File: src/rtl/adsr_env_pkg.sv
// Shared types and lookup tables for the per-voice ADSR envelope generator.
package apu_env_pkg;

  localparam int RATE_TBL_W = 12;

  typedef enum logic [2:0] {
    IDLE    = 3'd0,
    ATTACK  = 3'd1,
    DECAY   = 3'd2,
    SUSTAIN = 3'd3,
    RELEASE = 3'd4
  } env_state_t;

  // Samples per rate tick for each 4-bit rate index.
  function automatic logic [RATE_TBL_W-1:0] rate_period(input logic [3:0] idx);
    logic [RATE_TBL_W-1:0] p;
    case (idx)
      4'd0:    p = 12'd1;
      4'd1:    p = 12'd2;
      4'd2:    p = 12'd4;
      4'd3:    p = 12'd6;
      4'd4:    p = 12'd9;
      4'd5:    p = 12'd14;
      4'd6:    p = 12'd17;
      4'd7:    p = 12'd20;
      4'd8:    p = 12'd25;
      4'd9:    p = 12'd62;
      4'd10:   p = 12'd125;
      4'd11:   p = 12'd200;
      4'd12:   p = 12'd250;
      4'd13:   p = 12'd750;
      4'd14:   p = 12'd1250;
      default: p = 12'd2000;
    endcase
    return p;
  endfunction

  // Piecewise-exponential slowdown: quieter levels need more ticks per step.
  function automatic logic [4:0] exp_div(input logic [7:0] lvl);
    logic [4:0] d;
    if (lvl >= 8'd94)      d = 5'd1;
    else if (lvl >= 8'd54) d = 5'd2;
    else if (lvl >= 8'd26) d = 5'd4;
    else if (lvl >= 8'd14) d = 5'd8;
    else if (lvl >= 8'd6)  d = 5'd16;
    else                   d = 5'd30;
    return d;
  endfunction

endpackage

File: src/rtl/adsr_env_if.sv
// Voice-register-file side of one envelope generator: controls in, level/state out.
interface adsr_env_if;
  import apu_env_pkg::*;

  // sample_strobe is a one-clk pulse; controls are only looked at on it and
  // outputs only move on it, so there is no valid/ready back-pressure.
  logic       sample_strobe;
  logic       gate;
  logic [3:0] attack;
  logic [3:0] decay;
  logic [3:0] sustain;
  logic [3:0] release_rate;
  logic [7:0] env_vol;
  env_state_t env_state;
  logic       env_idle;

  modport master (
    output sample_strobe, gate, attack, decay, sustain, release_rate,
    input  env_vol, env_state, env_idle
  );

  modport slave (
    input  sample_strobe, gate, attack, decay, sustain, release_rate,
    output env_vol, env_state, env_idle
  );

endinterface

File: src/rtl/adsr_env_rate_div.sv
// Two-stage prescaler: rate period in samples, then exponential divisor in ticks.
module adsr_rate_div #(
  parameter int RATE_W = 12
) (
  input  logic              clk,
  input  logic              rst_n,
  input  logic              strobe,
  input  logic              clear,
  input  logic [RATE_W-1:0] period,
  input  logic [4:0]        divisor,
  output logic              step
);

  logic [RATE_W-1:0] rate_cnt;
  logic [4:0]        exp_cnt;
  logic [RATE_W:0]   rate_inc;
  logic [5:0]        exp_inc;
  logic              tick;
  logic              exp_hit;

  assign rate_inc = {1'b0, rate_cnt} + (RATE_W+1)'(1);
  assign exp_inc  = {1'b0, exp_cnt} + 6'd1;

  // >= rather than == so a shortened period mid-count fires at once.
  assign tick    = rate_inc >= {1'b0, period};
  assign exp_hit = exp_inc >= {1'b0, divisor};
  assign step    = strobe & ~clear & tick & exp_hit;

  always_ff @(posedge clk) begin
    if (!rst_n) begin
      rate_cnt <= '0;
      exp_cnt  <= '0;
    end else if (strobe) begin
      if (clear) begin
        rate_cnt <= '0;
        exp_cnt  <= '0;
      end else if (tick) begin
        rate_cnt <= '0;
        exp_cnt  <= exp_hit ? 5'd0 : exp_inc[4:0];
      end else begin
        rate_cnt <= rate_inc[RATE_W-1:0];
      end
    end
  end

endmodule

File: src/rtl/adsr_env.sv
// ADSR envelope FSM and level register; advances once per sample_strobe.
module adsr_env
  import apu_env_pkg::*;
#(
  parameter int RATE_W = 12,
  parameter bit EXP_EN = 1'b1
) (
  input logic        clk,
  input logic        rst_n,
  adsr_env_if.slave  bus
);

  env_state_t        state;
  env_state_t        state_nxt;
  logic [7:0]        vol;
  logic [7:0]        vol_nxt;
  logic              gate_q;
  logic              rise;
  logic              fall;
  logic              clear;
  logic              step;
  logic [7:0]        sus_lvl;
  logic [3:0]        rate_idx;
  logic [4:0]        divisor;
  logic [RATE_W-1:0] period;

  assign sus_lvl = {bus.sustain, bus.sustain};
  assign rise    = bus.gate & ~gate_q;
  assign fall    = ~bus.gate & gate_q;

  always_comb begin
    rate_idx = 4'd0;
    divisor  = 5'd1;
    case (state)
      ATTACK:  rate_idx = bus.attack;
      DECAY: begin
        rate_idx = bus.decay;
        divisor  = EXP_EN ? exp_div(vol) : 5'd1;
      end
      RELEASE: begin
        rate_idx = bus.release_rate;
        divisor  = EXP_EN ? exp_div(vol) : 5'd1;
      end
      default: ;
    endcase
  end

  assign period = RATE_W'(rate_period(rate_idx));

  // Counters restart on gate edges and whenever the envelope is parked.
  always_comb begin
    clear = 1'b0;
    if (rise || fall) begin
      clear = 1'b1;
    end else begin
      case (state)
        IDLE:    clear = 1'b1;
        SUSTAIN: clear = 1'b1;
        DECAY:   clear = (vol <= sus_lvl);
        RELEASE: clear = (vol == 8'h00);
        ATTACK:  clear = 1'b0;
        default: clear = 1'b1;
      endcase
    end
  end

  adsr_rate_div #(.RATE_W(RATE_W)) u_rate_div (
    .clk     (clk),
    .rst_n   (rst_n),
    .strobe  (bus.sample_strobe),
    .clear   (clear),
    .period  (period),
    .divisor (divisor),
    .step    (step)
  );

  always_comb begin
    state_nxt = state;
    vol_nxt   = vol;
    if (rise) begin
      state_nxt = ATTACK;
    end else if (fall) begin
      state_nxt = RELEASE;
    end else begin
      case (state)
        IDLE: vol_nxt = 8'h00;
        ATTACK: begin
          if (step) begin
            if (vol >= 8'hFE) begin
              vol_nxt   = 8'hFF;
              state_nxt = DECAY;
            end else begin
              vol_nxt = vol + 8'd1;
            end
          end
        end
        DECAY: begin
          if (vol <= sus_lvl) begin
            state_nxt = SUSTAIN;
          end else if (step) begin
            vol_nxt = vol - 8'd1;
            if (vol_nxt == sus_lvl) state_nxt = SUSTAIN;
          end
        end
        SUSTAIN: begin
          if (sus_lvl < vol) state_nxt = DECAY;
        end
        RELEASE: begin
          if (vol == 8'h00) begin
            state_nxt = IDLE;
          end else if (step) begin
            vol_nxt = vol - 8'd1;
            if (vol == 8'h01) state_nxt = IDLE;
          end
        end
        default: begin
          state_nxt = IDLE;
          vol_nxt   = 8'h00;
        end
      endcase
    end
  end

  always_ff @(posedge clk) begin
    if (!rst_n) begin
      state  <= IDLE;
      vol    <= 8'h00;
      gate_q <= 1'b0;
    end else if (bus.sample_strobe) begin
      state  <= state_nxt;
      vol    <= vol_nxt;
      gate_q <= bus.gate;
    end
  end

  assign bus.env_vol   = vol;
  assign bus.env_state = state;
  assign bus.env_idle  = (state == IDLE);

endmodule

File: src/flat_wrapper.sv
// flat-port wrapper written by rule: the top's interface ports become plain ports
module adsr_env_flat import apu_env_pkg::*;
#(
  parameter int RATE_W = 12,
  parameter bit EXP_EN = 1'b1
)
  (clk, rst_n, bus_sample_strobe, bus_gate, bus_attack, bus_decay, bus_sustain, bus_release_rate, bus_env_vol, bus_env_state, bus_env_idle);
  adsr_env_if bus_i ();
  input logic clk;
  input logic rst_n;
  input wire logic [$bits(bus_i.sample_strobe)-1:0] bus_sample_strobe;
  input wire logic [$bits(bus_i.gate)-1:0] bus_gate;
  input wire logic [$bits(bus_i.attack)-1:0] bus_attack;
  input wire logic [$bits(bus_i.decay)-1:0] bus_decay;
  input wire logic [$bits(bus_i.sustain)-1:0] bus_sustain;
  input wire logic [$bits(bus_i.release_rate)-1:0] bus_release_rate;
  output wire logic [$bits(bus_i.env_vol)-1:0] bus_env_vol;
  output wire logic [$bits(bus_i.env_state)-1:0] bus_env_state;
  output wire logic [$bits(bus_i.env_idle)-1:0] bus_env_idle;
  assign bus_i.sample_strobe = bus_sample_strobe;
  assign bus_i.gate = bus_gate;
  assign bus_i.attack = bus_attack;
  assign bus_i.decay = bus_decay;
  assign bus_i.sustain = bus_sustain;
  assign bus_i.release_rate = bus_release_rate;
  assign bus_env_vol = bus_i.env_vol;
  assign bus_env_state = bus_i.env_state;
  assign bus_env_idle = bus_i.env_idle;
  adsr_env #(.RATE_W(RATE_W), .EXP_EN(EXP_EN)) u_core (.clk(clk), .rst_n(rst_n), .bus(bus_i));
endmodule
File: config.mk
export PLATFORM = sky130hd
export DESIGN_NAME = adsr_env_flat
export DESIGN_NICKNAME = d
export VERILOG_FILES = /design/src/rtl/adsr_env_pkg.sv /design/src/rtl/adsr_env_if.sv /design/src/rtl/adsr_env_rate_div.sv /design/src/rtl/adsr_env.sv /design/src/flat_wrapper.sv
export SDC_FILE = /design/constraint.sdc
export NUM_CORES = 1
export LEC_CHECK = 0
export BUFFER_PORTS_ARGS = -buffer_cell sky130_fd_sc_hd__buf_2
export CORE_MARGIN = 10
export CORE_UTILIZATION = 55
export CTS_BUF_LIST = sky130_fd_sc_hd__clkbuf_8
export DETAILED_ROUTE_END_ITERATION = 8
export HOLD_SLACK_MARGIN = 0.06
export PLACE_DENSITY = 0.79
export SYNTH_ARGS = -nofsm -noshare
export SYNTH_HDL_FRONTEND = slang
export SYNTH_HIERARCHICAL = 1
export SYNTH_SLANG_ARGS = --single-unit
File: constraint.sdc
create_clock -name clk -period 5.89 [get_ports clk]
set_clock_uncertainty 0.05 [all_clocks]
set_input_delay 0.2945 -clock clk [delete_from_list [all_inputs] [get_ports clk]]
set_output_delay 0.2945 -clock clk [all_outputs]
set_load 0.03 [all_outputs]
# Word level (Yosys, flattened, before mapping)
# Memory sizes are Yosys's and may differ from the RTL's.
# Cells that the tools add are included.
# word_totals
mem_bits_ro	176
output_inout_bits	12
word_cells	88
regBits	29
inputBits	20
mem_count	1
# op_classes
reduce_logical	8
n_eq_ne	17
add_sub_neg	4
bitwise	11
n_mux	32
n_lt_le_gt_ge	10
# mem_list
name	depth	word_bits	rd	rd_clocked_by_memory_dff	write_ports	line_no	source
(name not given)	16	11	1	0	0	adsr_env_pkg.sv:17	case (idx)
# ops
operator	n
5-bit 2-to-1 mux	8
8-bit 2-to-1 mux	5
3-bit 2-to-1 mux	11
8-bit case mux with 4 select lines	1
12-bit 2-to-1 mux	2
5-bit by 1-bit inequality test with 1-bit output, second input constant	4
3-bit case mux with 5 select lines	1
12-bit by 1-bit adder with 13-bit output, second input constant	1
13-bit by 12-bit greater-or-equal comparator with 1-bit output	1
4-bit by 1-bit inequality test with 1-bit output, second input constant	3
4-bit case mux with 3 select lines	1
9-bit AND reduction	1
8-bit by 1-bit adder with 8-bit output, second input constant	1
8-bit by 1-bit equality test with 1-bit output, second input constant	1
8-bit equality test	1
8-bit by 3-bit greater-or-equal comparator with 1-bit output, second input constant	1
8-bit by 4-bit greater-or-equal comparator with 1-bit output, second input constant	1
8-bit by 5-bit greater-or-equal comparator with 1-bit output, second input constant	1
8-bit by 6-bit greater-or-equal comparator with 1-bit output, second input constant	1
8-bit by 7-bit greater-or-equal comparator with 1-bit output, second input constant	1
8-bit greater-or-equal comparator, second input constant	1
8-bit <= comparator	1
8-bit zero test	1
8-bit < comparator	1
other kinds (20)	31

# Longest topological paths before layout
# Gate-level depths: netlist of run 1.
# logic_depth
depth_word	14
ltp_mapped	24
ltp_nobuf	23

# Modules after synthesis
# The synthesis of run 1 kept the hierarchy.
# modules_own_cells
mod	n_inst	area_per_inst_um2	cells_per_inst
adsr_env	1	1873.0	282
adsr_rate_div	1	1403.8	177

# Worst setup path after synthesis of run 1
# No wires, ideal clock.
# synth_timing
path_type	register to register
startpoint	reg u_core.state[1], in the netlist u_core/bus.env_state[1]
endpoint	reg u_core.state[0], in the netlist u_core/bus.env_state[0]
setup_slack_ns	1.018
stages_incl_launch_ff	21
synth_period_minus_slack_ns	4.872
t_required_ns	5.718
setup_ns	0.122
arrival_ns	4.701
cell_sequence	dfxtp_1 > clkbuf_1 > nor2b_1 > a22oi_1 > nor2_1 > a21oi_1 > ha_1 > mux4_2 > inv_1 > ha_1 > nor3_1 > or4b_1 > o21ai_2 > nor3_1 > nand2b_1 > o21ba_2 > o21a_1 > nor2_1 > a221oi_1 > nor3_1 > o311a_1
# synth_via
elab_cells_between_ends	29
classes_between	2 x order compare; 12 x eq/ne; 7 x mux; 4 x bitwise; 3 x reduce/logical; 1 x memory
# synth_rtl
element	line_no	source
start: declaration	adsr_env.sv:13	env_state_t state;
start signal: assignment	adsr_env.sv:130	state <= state_nxt;
3-bit equality test (tied with other cells)	adsr_env.sv:34	case (state)
4-bit case mux with 3 select lines (*)	adsr_env.sv:34	
memory read 16 x 11 bit (*)	--	
named net u_core.period[2]	adsr_env.sv:25	logic [RATE_W-1:0] period;
13-bit by 12-bit greater-or-equal comparator with 1-bit output (*)	adsr_env_rate_div.sv:25	assign tick = rate_inc >= {1'b0, period};
1-bit bitwise AND (*) (2 in a row)	adsr_env_rate_div.sv:27	assign step = strobe & ~clear & tick & exp_hit;
named net u_core.step	adsr_env.sv:21	logic step;
5-bit by 1-bit inequality test with 1-bit output (no line) or 4-bit by 1-bit inequality test with 1-bit output (tied branches)	--	
9-bit AND reduction (no line) (*)	--	
# The timed path passes the listed nets; every way through them passes the cells marked *.
# A chain may end at the register's enable or synchronous reset.

# Final worst setup path of run 1
# layout_timing
startpoint	reg u_core.state[2], in the netlist u_core/bus.env_state[2]
endpoint	reg u_core.state[0], in the netlist u_core/bus.env_state[0]
# Same word-level chain as after synthesis.

==> results of run 1 <==
==> metal layers <==
layer  track usage [%]  vias to the layer above  part of all wire [%]
met5                 0                        -                     0
met3             3.485                       16                   5.5
met2             29.94                      111                    49
met4             4.086                        0                   1.5
li1                  -                     1678                     -
met1             22.02                     1543                    44
==> kinds of logic (layout without fill, tap and decap cells) <==
logic type	Yosys count	count (layout)
other cells	1	1
simple gates	183	183
xor+xnor	15	15
flops	29	29
fa+ha+maj	38	38
buf+inv	58	75
mux	5	5
compound gates	130	130
==> cells in the mapped netlist, types with 2 or more instances <==
| library cell | number |
|---|---|
| a21o_1 | 6 |
| a21oi_1 | 39 |
| a221oi_1 | 2 |
| a22o_1 | 2 |
| a22oi_1 | 5 |
| a31oi_1 | 8 |
| and3_1 | 8 |
| and4_1 | 2 |
| buf_2 | 2 |
| clkbuf_1 | 19 |
| dfxtp_1 | 29 |
| ha_1 | 38 |
| inv_1 | 34 |
| mux2i_1 | 3 |
| nand2_1 | 38 |
| nand2b_1 | 12 |
| nand3_1 | 20 |
| nand3b_1 | 2 |
| nand4_1 | 3 |
| nor2_1 | 40 |
| nor2b_1 | 20 |
| nor3_1 | 18 |
| nor3b_1 | 2 |
| nor4_1 | 4 |
| o211ai_1 | 6 |
| o21a_1 | 3 |
| o21ai_0 | 25 |
| o21ai_1 | 2 |
| o221ai_1 | 2 |
| o22ai_1 | 3 |
| o311a_1 | 3 |
| o31a_1 | 2 |
| o41ai_1 | 3 |
| or2_2 | 5 |
| or3_1 | 3 |
| xnor2_1 | 12 |
| xor2_1 | 3 |
==> state kept, by name (all words and copies together) (netlist names) <==
signal and flops:
u_core/u_rate_div/exp_cnt 5, u_core/gate_q 1, u_core/bus.env_state 3, u_core/bus.env_vol 8, u_core/u_rate_div/rate_cnt 12
==> how the worst min path moves through the flow <==
| stage | startpoint | end | slack [ps] | cells after the start |
|---|---|---|---|---|
| final | bus_gate | u_core/gate_q | 290 | 3 |
| after global routing | bus_gate | u_core/gate_q | 300 | 3 |
| after CTS | bus_gate | u_core/gate_q | 280 | 3 |
| after detailed placement | u_core/u_rate_div/exp_cnt[1] | u_core/u_rate_div/exp_cnt[1] | 460 | 1 |
| after global placement | u_core/u_rate_div/exp_cnt[1] | u_core/u_rate_div/exp_cnt[1] | 450 | 1 |
| after floorplan | rst_n | u_core/u_rate_div/exp_cnt[3] | 370 | 1 |
==> power by group through the flow <==
stage / combinational [uW] / sequential (uW) / clock [uW]
4_1_cts: 257 / 219 / 167
5_1_grt: 290 / 220 / 178
3_5_place_dp: 255 / 223 / 0
3_3_place_gp: 251 / 222 / 0
6_report: 261 / 219 / 161
2_1_floorplan: 197 / 222 / 0
==> layout make-up <==
cell class	instances	area (um^2)
clock buffers	5	68.82
clock inverters	3	17.52
fillers	536	2321
inverters	34	127.6
multi-input cells	372	2471
flip-flops and latches	29	580.6
well taps	75	93.84
repair buffers	33	170.2
==> per-stage QoR <==
step | setup slack [ps] | hold slack, ps | cells | area (um^2) | power [uW]
global placement | 942.3 | 452.9 | 543 | 3443 | 473.1
detailed placement | 722.1 | 461.6 | 543 | 3443 | 477.7
finish | 603.7 | 294.4 | 551 | 3530 | 641.2
CTS | 694.2 | 284.4 | 551 | 3530 | 642.1
global route | 253.5 | 296.6 | 551 | 3530 | 687.8
floorplan | 1018 | 372.4 | 459 | 3277 | 419.6
==> layout by cell type, fill, tap and decap left out, drive strengths merged, types with 3 or more instances in the layout <==
cell,Yosys,layout
or3,4,4
nor4,4,4
inv,34,34
xor2,3,3
clkbuf,20,5
nand3,20,20
buf,4,33
a22oi,5,5
mux2i,3,3
o21a,3,3
o22ai,4,4
nand4,3,3
and3,8,8
nand2b,12,12
o311a,3,3
o211ai,6,6
o21ai,28,28
o41ai,4,4
a21oi,39,39
or2,5,5
nor2,41,41
a31oi,8,8
dfxtp,29,29
ha,38,38
nor2b,20,20
xnor2,12,12
a21o,6,6
nand2,38,38
nor3,19,19
==> critical path, stage by stage, from the launching register on <==
cell and delay [ps]:
dfxtp_1 670, nand2b_1 190, nor2_1 380, a21oi_1 300, ha_1 390, mux4_2 460
inv_1 70, ha_1 180, nor3_1 60, or4b_1 520, o21ai_2 200, nor3_1 110
nand2b_1 190, o21ba_2 260, o21a_1 160, nor2_1 50, a221oi_1 430, nor3_1 160
o311a_1 340
==> run summary, run 1 <==
The flow ran to the end, and the final reports show no timing, DRC or antenna violations. The total area inside the core boundary comes to 5851 um^2. At the end of the flow, the number of nets in the layout was 533.

The count of buffers added on input and output ports is 31. The simple-gate share of the synthesized area is 28.26%. The placed wire-length estimate came out at 6615 um. The number of antenna diodes in the final layout is 0. In this run the worst path has a maximum fanout of 19.

The die boundary height is 97.19 um. The total wire length after detailed routing came out at 8655 um. The violation count after the first detailed-routing iteration is 219. The number of instances resized during post-cts repair is 0. The proportion of power drawn by flip-flops and latches came out at 34.1%. The floorplan step defined a die boundary enclosing 9445 um^2.

Entering global routing, the biggest net connects 24 pins. The number of unique standard cell types used by synthesis is 68. The fraction of the yosys area taken by sequential cells came out at 17.72%. The global router's overall resource usage came out at 17.57%. The worst endpoint data arrival time came out at 5410 ps. The wire length of the first global-routing pass came out at 14430 um.

The synthesis-to-finish area growth came out at 7.713%. The synthesized netlist cell count came out at 459. The worst setup path is of the reg -> reg kind.

The ratio of final minimum period to clock period came out at 89.75%. The top achievable clock speed is 189.2 MHz. The post-route setup TNS came out at 0 ps. The clock network burns 25.2% of the power. Counting along the longest clock path gives a buffer depth of 2. The post-synthesis instance area came out at 3277 um^2. The root buffer cell is clkbuf_8. The critical path starts at u_core/bus.env_state[2].

Dividing total power by cell area gives a power density of 181.7 nW/um^2. For the pin with the worst max-slew slack, the measured transition is 947.0 ps. The multiplexer fraction of the synthesized cell area came out at 2.062%. Once the floorplan was initialized, standard cells occupied 56.01% of the core.

The total number of vias is 3348. The congestion estimate from routability-driven global placement came to 0.9454. At the worst endpoint, the required time is 6020 ps. The initial antenna violation count was 0.

The total clock buffers created by CTS is 5. The max-slew violation total from the final report is 0. The number of placement rows came out at 28. The total nets after synthesis came out at 517.

The worst setup path is captured at a flip-flop. The number of cells traversed by the worst register-to-register path is 18. The remaining global-route overflow is 0. The number of max-cap violations is 0.

The adder-cell area share of the yosys netlist is 14.51%. The register clock-pin slew on the reported worst setup and hold paths came out at 70 ps. Using the TritonRoute via totals, the vias-per-cell ratio works out to 6.076. Counting every sink on the clock net gives 29.

Yosys attributes the largest share of cell area to dfxtp_1 (18%), ha_1 (15%), a21oi_1 (6.0%). The routed wirelength normalized by instance count came out at 15.71 um. After synthesis, the largest family of logic cells by area is simple AND/OR/NAND/NOR gates. The endpoint identified for the worst register-to-register timing path is u_core/bus.env_state[0].

The fraction of layout instances using a drive strength above 1 is 12.18%. The total of flip-flops plus latches after synthesis came out at 29. The setup check on the worst reg-to-reg path leaves a slack of 600 ps.

The average cell area after synthesis came out at 7.139 um^2. The total number of H-tree levels is 2. The final hold violation count came out at 0.

The final critical delay including setup and external delays came out at 5286 ps. Net switching is 40.14% of the power. The total net switching power came out at 257.4 uW. In this run the critical register-to-register path is launched from u_core/bus.env_state[2]. The xor/xnor cell area share of the yosys netlist came out at 4.009%. The fraction of the mapped netlist area in compound gates is 26.46%. The class of the tightest hold or removal check is in -> reg.

The share of total power dissipated in combinational logic is 40.7%. The number of hold buffers added after cts came out at 0. Cell internal power was estimated by the tool at 383.8 uW. Setup repair after global routing left no endpoint under its margin. The share of the core filled with cells came out at 60.33%. After synthesis, the share of flip-flops with an asynchronous set or reset is 0%. Setup violations remaining at the end of the flow were counted as 0. The number of placed I/O pins is 32. The number of optimization iterations in the first detailed-route pass came out at 8. For this design the static power due to leakage is 0.001483 uW. The remaining antenna violation count came out at 0. After synthesis, the largest area contributor takes up 17.72% of total cell area. After clock tree synthesis, the setup repair step added 0 buffers.

The worst pin sits at a relative slew slack of 36.38%. STA classifies the critical path startpoint as a flip-flop. TritonCTS built the clock tree. The critical path ends at u_core/bus.env_state[0].

The number of global-route vias before repair came to 3101. The die is 97.19 um wide. After detailed routing, the number of remaining DRC violations is 0. The clock insertion delay at the later pin of the skew report is 280 ps. In this run, synthesis inferred 0 flip-flops with an integrated enable. The number of warnings printed during yosys synthesis is 6. Among all flip-flop cells after synthesis, the most frequent one is dfxtp_1. The cell taking the most area after synthesis is dfxtp_1. The worst-case IR drop observed on VDD is 0.0001395 V.
No activity file was read; power rests on OpenSTA's default activity.
==> inputs of run 2 (changes only) <==
--- a/config.mk
+++ b/config.mk
@@ -6,6 +6,7 @@
 export NUM_CORES = 1
 export LEC_CHECK = 0
 export BUFFER_PORTS_ARGS = -buffer_cell sky130_fd_sc_hd__buf_2
+export CORE_ASPECT_RATIO = 0.5
 export CORE_MARGIN = 10
 export CORE_UTILIZATION = 55
 export CTS_BUF_LIST = sky130_fd_sc_hd__clkbuf_8
==> run summary, run 2 (synthesis results as in run 1) <==
The worst endpoint required time came out at 6020 ps (about the same). The fraction of layout instances using a drive strength above 1 came out at 11.97% (-0.21 points). The area taken by flip-flops and latches came to 580.6 um^2 (unchanged). The top achievable clock speed is 193.1 MHz (+2.1%). The final setup slack of the worst path is 712.5 ps (+108.9 ps). The global router's overall resource usage was 17.14% (-0.43 points). The post-place instance area was 3441 um^2 (about the same). The path class of the tightest hold or removal check is in -> reg. The floorplan die width came out at 129.2 um (+33%). The number of hold buffers added after cts is 0 (unchanged). The root buffer cell chosen for the clock tree is clkbuf_8. The initial standard-cell utilization of the core is 58.16% (+2.2 points).

The flip-flop count of the largest register, all copies and words added is 12 (unchanged). The worst slack at placement is 802.6 ps (+80.43 ps). The cell class contributing the biggest share of worst-path delay is compound AO/OA/AOI/OAI gates.

The synthesis-to-finish area growth came out at 8.553%. The peak per-stage delay on the critical path was 570 ps (-100 ps). The initial antenna violation count came out at 0 (unchanged). The final critical delay including setup and external delays came out at 5177 ps (-108.9 ps). The leakage power figure came to 0.001502 uW (+1.3%). The top cell types in the final layout, fill and taps aside, are nor2_1 (40), a21oi_1 (39), nand2_1 (38), ha_1 (38), inv_1 (35).

The total clock buffers created by CTS came to 5 (unchanged). The remaining global-route overflow came out at 0 (unchanged). The routed wirelength normalized by instance count is 14.79 um (-5.9%). The number of buffer cells added on primary ports came out at 31 (unchanged). The buffers inserted during post-CTS setup optimization is 0 (unchanged). The final hold violation count came out at 0 (unchanged). The number of antenna diodes came to 0 (unchanged). The via density per instance is 6.053 (-0.39%). The total number of vias came to 3323 (-0.75%).

The placeable core region came out at 5634 um^2 (-3.7%). The run finished with clean final reports. The wire length of the first global-routing pass came out at 13830 um (-4.2%). The number of max-cap violations came out at 0 (unchanged). The area of the die is 9633 um^2 (+2.0%). The signal on the critical path passes through nor2b_1 -> a22oi_1 -> nor2_1 -> a21oi_1 -> ha_1 -> mux4_2 -> inv_1 -> ha_1 -> nor3_1 -> or4b_1 -> o21ai_2 -> nor3_1 -> nand2b_1 -> o21ba_2 -> o21ai_0 -> o21ai_0 -> and3_1 -> nand2b_1 -> o311a_1. For this design, the slowest cell found on the critical path is dfxtp_1. The final routed DRC violation total came out at 0 (unchanged). The cell count after placement came out at 541 (-0.37%).

The total number of nets in the final design came out at 533 (unchanged). The placed wire-length estimate came to 6138 um (-7.2%). The buffer depth of the longest clock path came to 2 (unchanged). The number of clock sinks came to 29 (unchanged). The ratio of final minimum period to clock period is 87.90% (-1.8 points). The startpoint type of the worst setup path is a flip-flop.

The violation count after the first detailed-routing iteration came to 220 (+0.46%). The worst voltage drop across the vdd grid came out at 0.0001485 V (+6.5%). The worst-case headroom to the max-slew limit came to 36.38% (about the same).

The area of all placed cells without fillers is 3557 um^2 (+0.78%). The total wire length after detailed routing was 8117 um (-6.2%). The clock insertion delay at the later pin of the skew report came out at 290 ps (about the same).

The die boundary height is 74.58 um (-23%). The max-slew violation total from the final report is 0 (unchanged). The remaining antenna violation count came to 0 (unchanged). The power density of the placed cells came out at 194.9 nW/um^2 (+7.3%). The class of the most critical setup path is reg -> reg.

The weighted congestion reported at the end of routability-driven placement is 0.9082 (-3.9%). Counting flops per register, the top entry is u_core/u_rate_div/rate_cnt. The critical path buffer and inverter count came to 1 (unchanged). The number of instances resized during post-cts repair was 0 (unchanged). The CTS tree is yes. The total number of H-tree levels is 2 (unchanged). The total power after layout is 693.2 uW (+8.1%). The area of the multi-input gates came out at 2471 um^2 (unchanged). The worst endpoint data arrival time came out at 5300 ps (-110 ps). Setup repair after global routing left no endpoint under its margin. The number of optimization iterations in the first detailed-route pass was 5 (-3). The number of setup violations in the final report came out at 0 (unchanged). The pin count of the biggest net entering global routing is 24 (unchanged).

The number of fillers in the final layout is 516 (-3.7%). The post-route setup TNS is 0 ps (unchanged). The register clock-pin slew on the reported worst setup and hold paths is 70 ps (about the same). The number of placement rows was 19 (-32%). STA classifies the critical path endpoint as a flip-flop.

The most common library cell in the layout ignoring fill and taps is nor2_1. The number of placed I/O pins is 32 (unchanged). The number of global-route vias before repair is 2964 (-4.4%).

The post-layout instance count excluding filler cells is 549 (-0.36%). The transition time at the pin with the least slew margin came out at 954.2 ps (+7.246 ps). The top fanout value on the critical path is 15 (-4).
-- run 2: layer usage --
metal	vias to the layer above	wire length [um]	track usage, %
li1	1683	-	-
met1	1515	3859	21.98
met2	110	3689	28.68
met3	15	476	4.326
met4	0	93	3.630
met5	-	0	0
-- run 2: cell type report --
class | instances | area share (%)
clock buffer | 6 | 2.321
clock inverter | 2 | 0.9497
inverter | 34 | 3.588
multi-input combinational | 372 | 69.47
sequential | 29 | 16.32
tap | 73 | 2.568
timing repair buffer | 33 | 4.784
-- run 2: metrics by stage --
step	hold slack [ps]	utilization [%]
floorplan	372.4	-
global placement	465.7	61.07
detailed placement	468.1	61.07
CTS	252.5	63.14
global route	265.8	63.14
finish	260.0	63.14
-- run 2: power breakdown --
part | switching, uW | total [uW] | leakage (uW) | internal (uW)
Clock | 81.2 | 217 | 0.0000626 | 136
Sequential | 16.3 | 218 | 0.000235 | 202
Combinational | 158 | 258 | 0.00120 | 99.8
Total | 255 | 693 | 0.00150 | 438
-- run 2: worst reg2reg max path, cell delays in order (launching register included) --
cell and delay (ps):
dfxtp_1 570, nor2b_1 170, a22oi_1 190, nor2_1 60, a21oi_1 490, ha_1 380
mux4_2 460, inv_1 70, ha_1 180, nor3_1 60, or4b_1 510, o21ai_2 210
nor3_1 110, nand2b_1 190, o21ba_2 270, o21ai_0 80, o21ai_0 130, and3_1 300
nand2b_1 210, o311a_1 380
-- run 2: final timing paths --
kind	from	to	slack, ps	depth (start not counted)
hold / removal	bus_gate	u_core/gate_q	260	3
setup / recovery	u_core/bus.env_state[0]	u_core/bus.env_vol[1]	710	19
setup reg to reg	u_core/bus.env_state[0]	u_core/bus.env_vol[1]	710	19
hold reg to reg	u_core/gate_q	u_core/gate_q	490	2
==> inputs of run 3 (changes only) <==
--- a/config.mk
+++ b/config.mk
@@ -8,11 +8,11 @@
 export BUFFER_PORTS_ARGS = -buffer_cell sky130_fd_sc_hd__buf_2
 export CORE_ASPECT_RATIO = 0.5
 export CORE_MARGIN = 10
-export CORE_UTILIZATION = 55
+export CORE_UTILIZATION = 25
 export CTS_BUF_LIST = sky130_fd_sc_hd__clkbuf_8
 export DETAILED_ROUTE_END_ITERATION = 8
 export HOLD_SLACK_MARGIN = 0.06
-export PLACE_DENSITY = 0.79
+export PLACE_DENSITY = 0.44
 export SYNTH_ARGS = -nofsm -noshare
 export SYNTH_HDL_FRONTEND = slang
 export SYNTH_HIERARCHICAL = 1
==> constraint.sdc (replaced) <==
create_clock -name clk -period 5.45 [get_ports clk]
set_clock_uncertainty 0.05 [all_clocks]
set_input_delay 0.2725 -clock clk [delete_from_list [all_inputs] [get_ports clk]]
set_output_delay 0.2725 -clock clk [all_outputs]
set_load 0.03 [all_outputs]
==> run summary, run 3 (synthesis results as in run 1) <==
The flow ran to the end, and the final reports show no timing, DRC or antenna violations. The top achievable clock speed is 195.9 MHz (+1.4%). The violation count after the first detailed-routing iteration came to 245 (+11%).

The root buffer cell is clkbuf_8. The proportion of power drawn by flip-flops and latches was 31.4% (about the same). The buffers inserted during post-CTS setup optimization is 0 (unchanged). The global router's overall resource usage was 10.32% (-6.8 points). The synthesis-to-finish area growth came out at 13.40%. The total number of vias is 3215 (-3.3%).

The max-slew violation total from the final report was 0 (unchanged). The buffer depth of the longest clock path is 2 (unchanged). The total number of nets in the final design came out at 539 (+1.1%).

The register clock-pin slew on the reported worst setup and hold paths came out at 80 ps (about the same). The area of the die is 18360 um^2 (+91%). The clock insertion delay at the later pin of the skew report is 290 ps (about the same). The transition time at the pin with the least slew margin is 964.7 ps (+10.44 ps).

The top fanout value on the critical path came out at 12 (-3). The number of buffer cells added on primary ports came out at 31 (unchanged). The floorplan die width is 181.9 um (+41%). The startpoint type of the worst setup path is a flip-flop. The remaining global-route overflow is 0 (unchanged). The post-place instance area came out at 3607 um^2 (+4.8%). TritonCTS built the clock tree. The final setup slack of the worst path came out at 344.6 ps (-367.9 ps). The number of instances resized during post-cts repair was 0 (unchanged).

The worst-case headroom to the max-slew limit is 35.19% (-1.2 points). The internal power consumption was 445.4 uW (+1.8%). The weighted congestion reported at the end of routability-driven placement is 0.8090 (-11%).

The number of placement rows is 29 (+10). The worst endpoint data arrival time came to 5240 ps (-60 ps). The critical path in this run is classified as reg -> reg. The number of antenna diodes is 0 (unchanged). The library cell used most frequently in the layout, excluding fill and tap cells, is nor2_1. The wire length of the first global-routing pass is 15810 um (+14%).

The pin count of the biggest net entering global routing is 24 (unchanged). The number of setup violations in the final report was 0 (unchanged). The area of all placed cells without fillers came to 3716 um^2 (+4.5%).

The part of the power in the clock network came out at 28.6% (-2.7 points). The final critical delay including setup and external delays is 5105 ps (-72.09 ps). The power density of the placed cells is 199.0 nW/um^2 (+2.1%). The worst endpoint required time came to 5580 ps (-440 ps). The initial antenna violation count came to 0 (unchanged). The leakage power figure came out at 0.001525 uW (+1.5%). The number of clock sinks is 29 (unchanged). The worst slack at placement came out at 252.0 ps (-550.6 ps). The number of hold buffers added after cts came out at 0 (unchanged). More flip-flops sit in one register than any other, and that register is u_core/u_rate_div/rate_cnt. The number of cells traversed by the worst register-to-register path is 18 (-1). The placeable core region is 12740 um^2 (+130%). The routed wirelength normalized by instance count is 14.76 um (-0.15%). The number of global-route vias before repair is 3155 (+6.4%). The total clock buffers created by CTS came to 5 (unchanged). The total net switching power was 294.2 uW (+15%). The placed wire-length estimate came out at 7385 um (+20%). The number of instances on the worst hold path is 3 (unchanged).

The die boundary height came out at 101.0 um (+35%). The via density per instance is 4.931 (-19%). The post-route setup TNS was 0 ps (unchanged). The part of the power in combinational logic is 40.1% (+2.9 points). The worst voltage drop across the vdd grid is 0.00007122 V (-52%). The number of placed I/O pins came out at 32 (unchanged). The worst hold path belongs to the class in -> reg. The number of max-cap violations came out at 0 (unchanged). The number of optimization iterations in the first detailed-route pass was 4 (-1). The total wire length after detailed routing is 9625 um (+19%). The flip-flop count of the largest register, all copies and words added is 12 (unchanged). The final hold violation count is 0 (unchanged). The ratio of final minimum period to clock period came to 93.68% (+5.8 points). The number of fillers in the final layout is 1399 (+170%). The total number of H-tree levels is 2 (unchanged). The remaining antenna violation count was 0 (unchanged). The top cell types in the final layout, fill and taps aside, are nor2_1 (40), nand2_1 (38), ha_1 (38). The worst setup path is captured at a flip-flop. The final routed DRC violation total came out at 0 (unchanged). The fraction of layout instances using a drive strength above 1 is 13.69% (+1.7 points).

The initial standard-cell utilization of the core is 25.73% (-32 points). The net switching fraction of the power is 39.78% (+2.9 points).
## run 3: cell type report
type                       instances  area, um^2  area share [%]
clock buffer                       7       96.34           2.593
clock inverter                     1       5.005          0.1347
inverter                          34       127.6           3.434
multi-input combinational        372        2479           66.70
sequential                        29       580.6           15.62
tap                              170       212.7           5.724
timing repair buffer              39       215.2           5.791
## run 3: layer usage
| metal | part of all wire, % | wire (um) | up-vias | global-route usage (%) |
|---|---|---|---|---|
| li1 | - | - | 1697 | - |
| met1 | 50 | 4854 | 1458 | 13.33 |
| met2 | 45 | 4358 | 56 | 17.38 |
| met3 | 3.8 | 365 | 4 | 2.115 |
| met4 | 0.49 | 47 | 0 | 2.175 |
| met5 | 0 | 0 | - | 0 |
## run 3: through the flow
step | utilization (%) | hold slack (ps) | cells | power, uW
after floorplan | - | 350.4 | 459 | 453.5
after global placement | 28.32 | 463.8 | 644 | 532.9
after detailed placement | 28.32 | 453.6 | 644 | 530.4
after CTS | 29.12 | 237.5 | 652 | 744.6
after global routing | 29.18 | 255.3 | 652 | 794.7
final | 29.18 | 232.6 | 652 | 739.7
## run 3: critical path: stages (launching register included)
cell      delay, ps
dfxtp_1         410
nand2b_1        240
nor2_1          420
a21oi_2         220
ha_1            350
mux4_2          470
inv_1            70
ha_1            180
nor3_1           60
or4b_1          520
o21ai_2         200
nor3_1          100
nand2b_1        190
o21ba_2         270
o21a_1          180
nand3_1          90
nor4_1          430
nor3_1          180
o311a_1         350
## run 3: final timing paths
kind	start	end	slack, ps
setup / recovery	u_core/bus.env_state[1]	u_core/bus.env_state[0]	340
hold / removal	bus_gate	u_core/gate_q	230
setup reg to reg	u_core/bus.env_state[1]	u_core/bus.env_state[0]	340
hold reg to reg	u_core/u_rate_div/exp_cnt[1]	u_core/u_rate_div/exp_cnt[1]	480
## run 3: power by group through the flow
stage	clock network (uW)	logic, uW	registers (uW)
floorplan	0	213	240
global placement	0	296	237
detailed placement	0	293	237
CTS	217	295	232
global route	229	331	234
finish	211	296	232
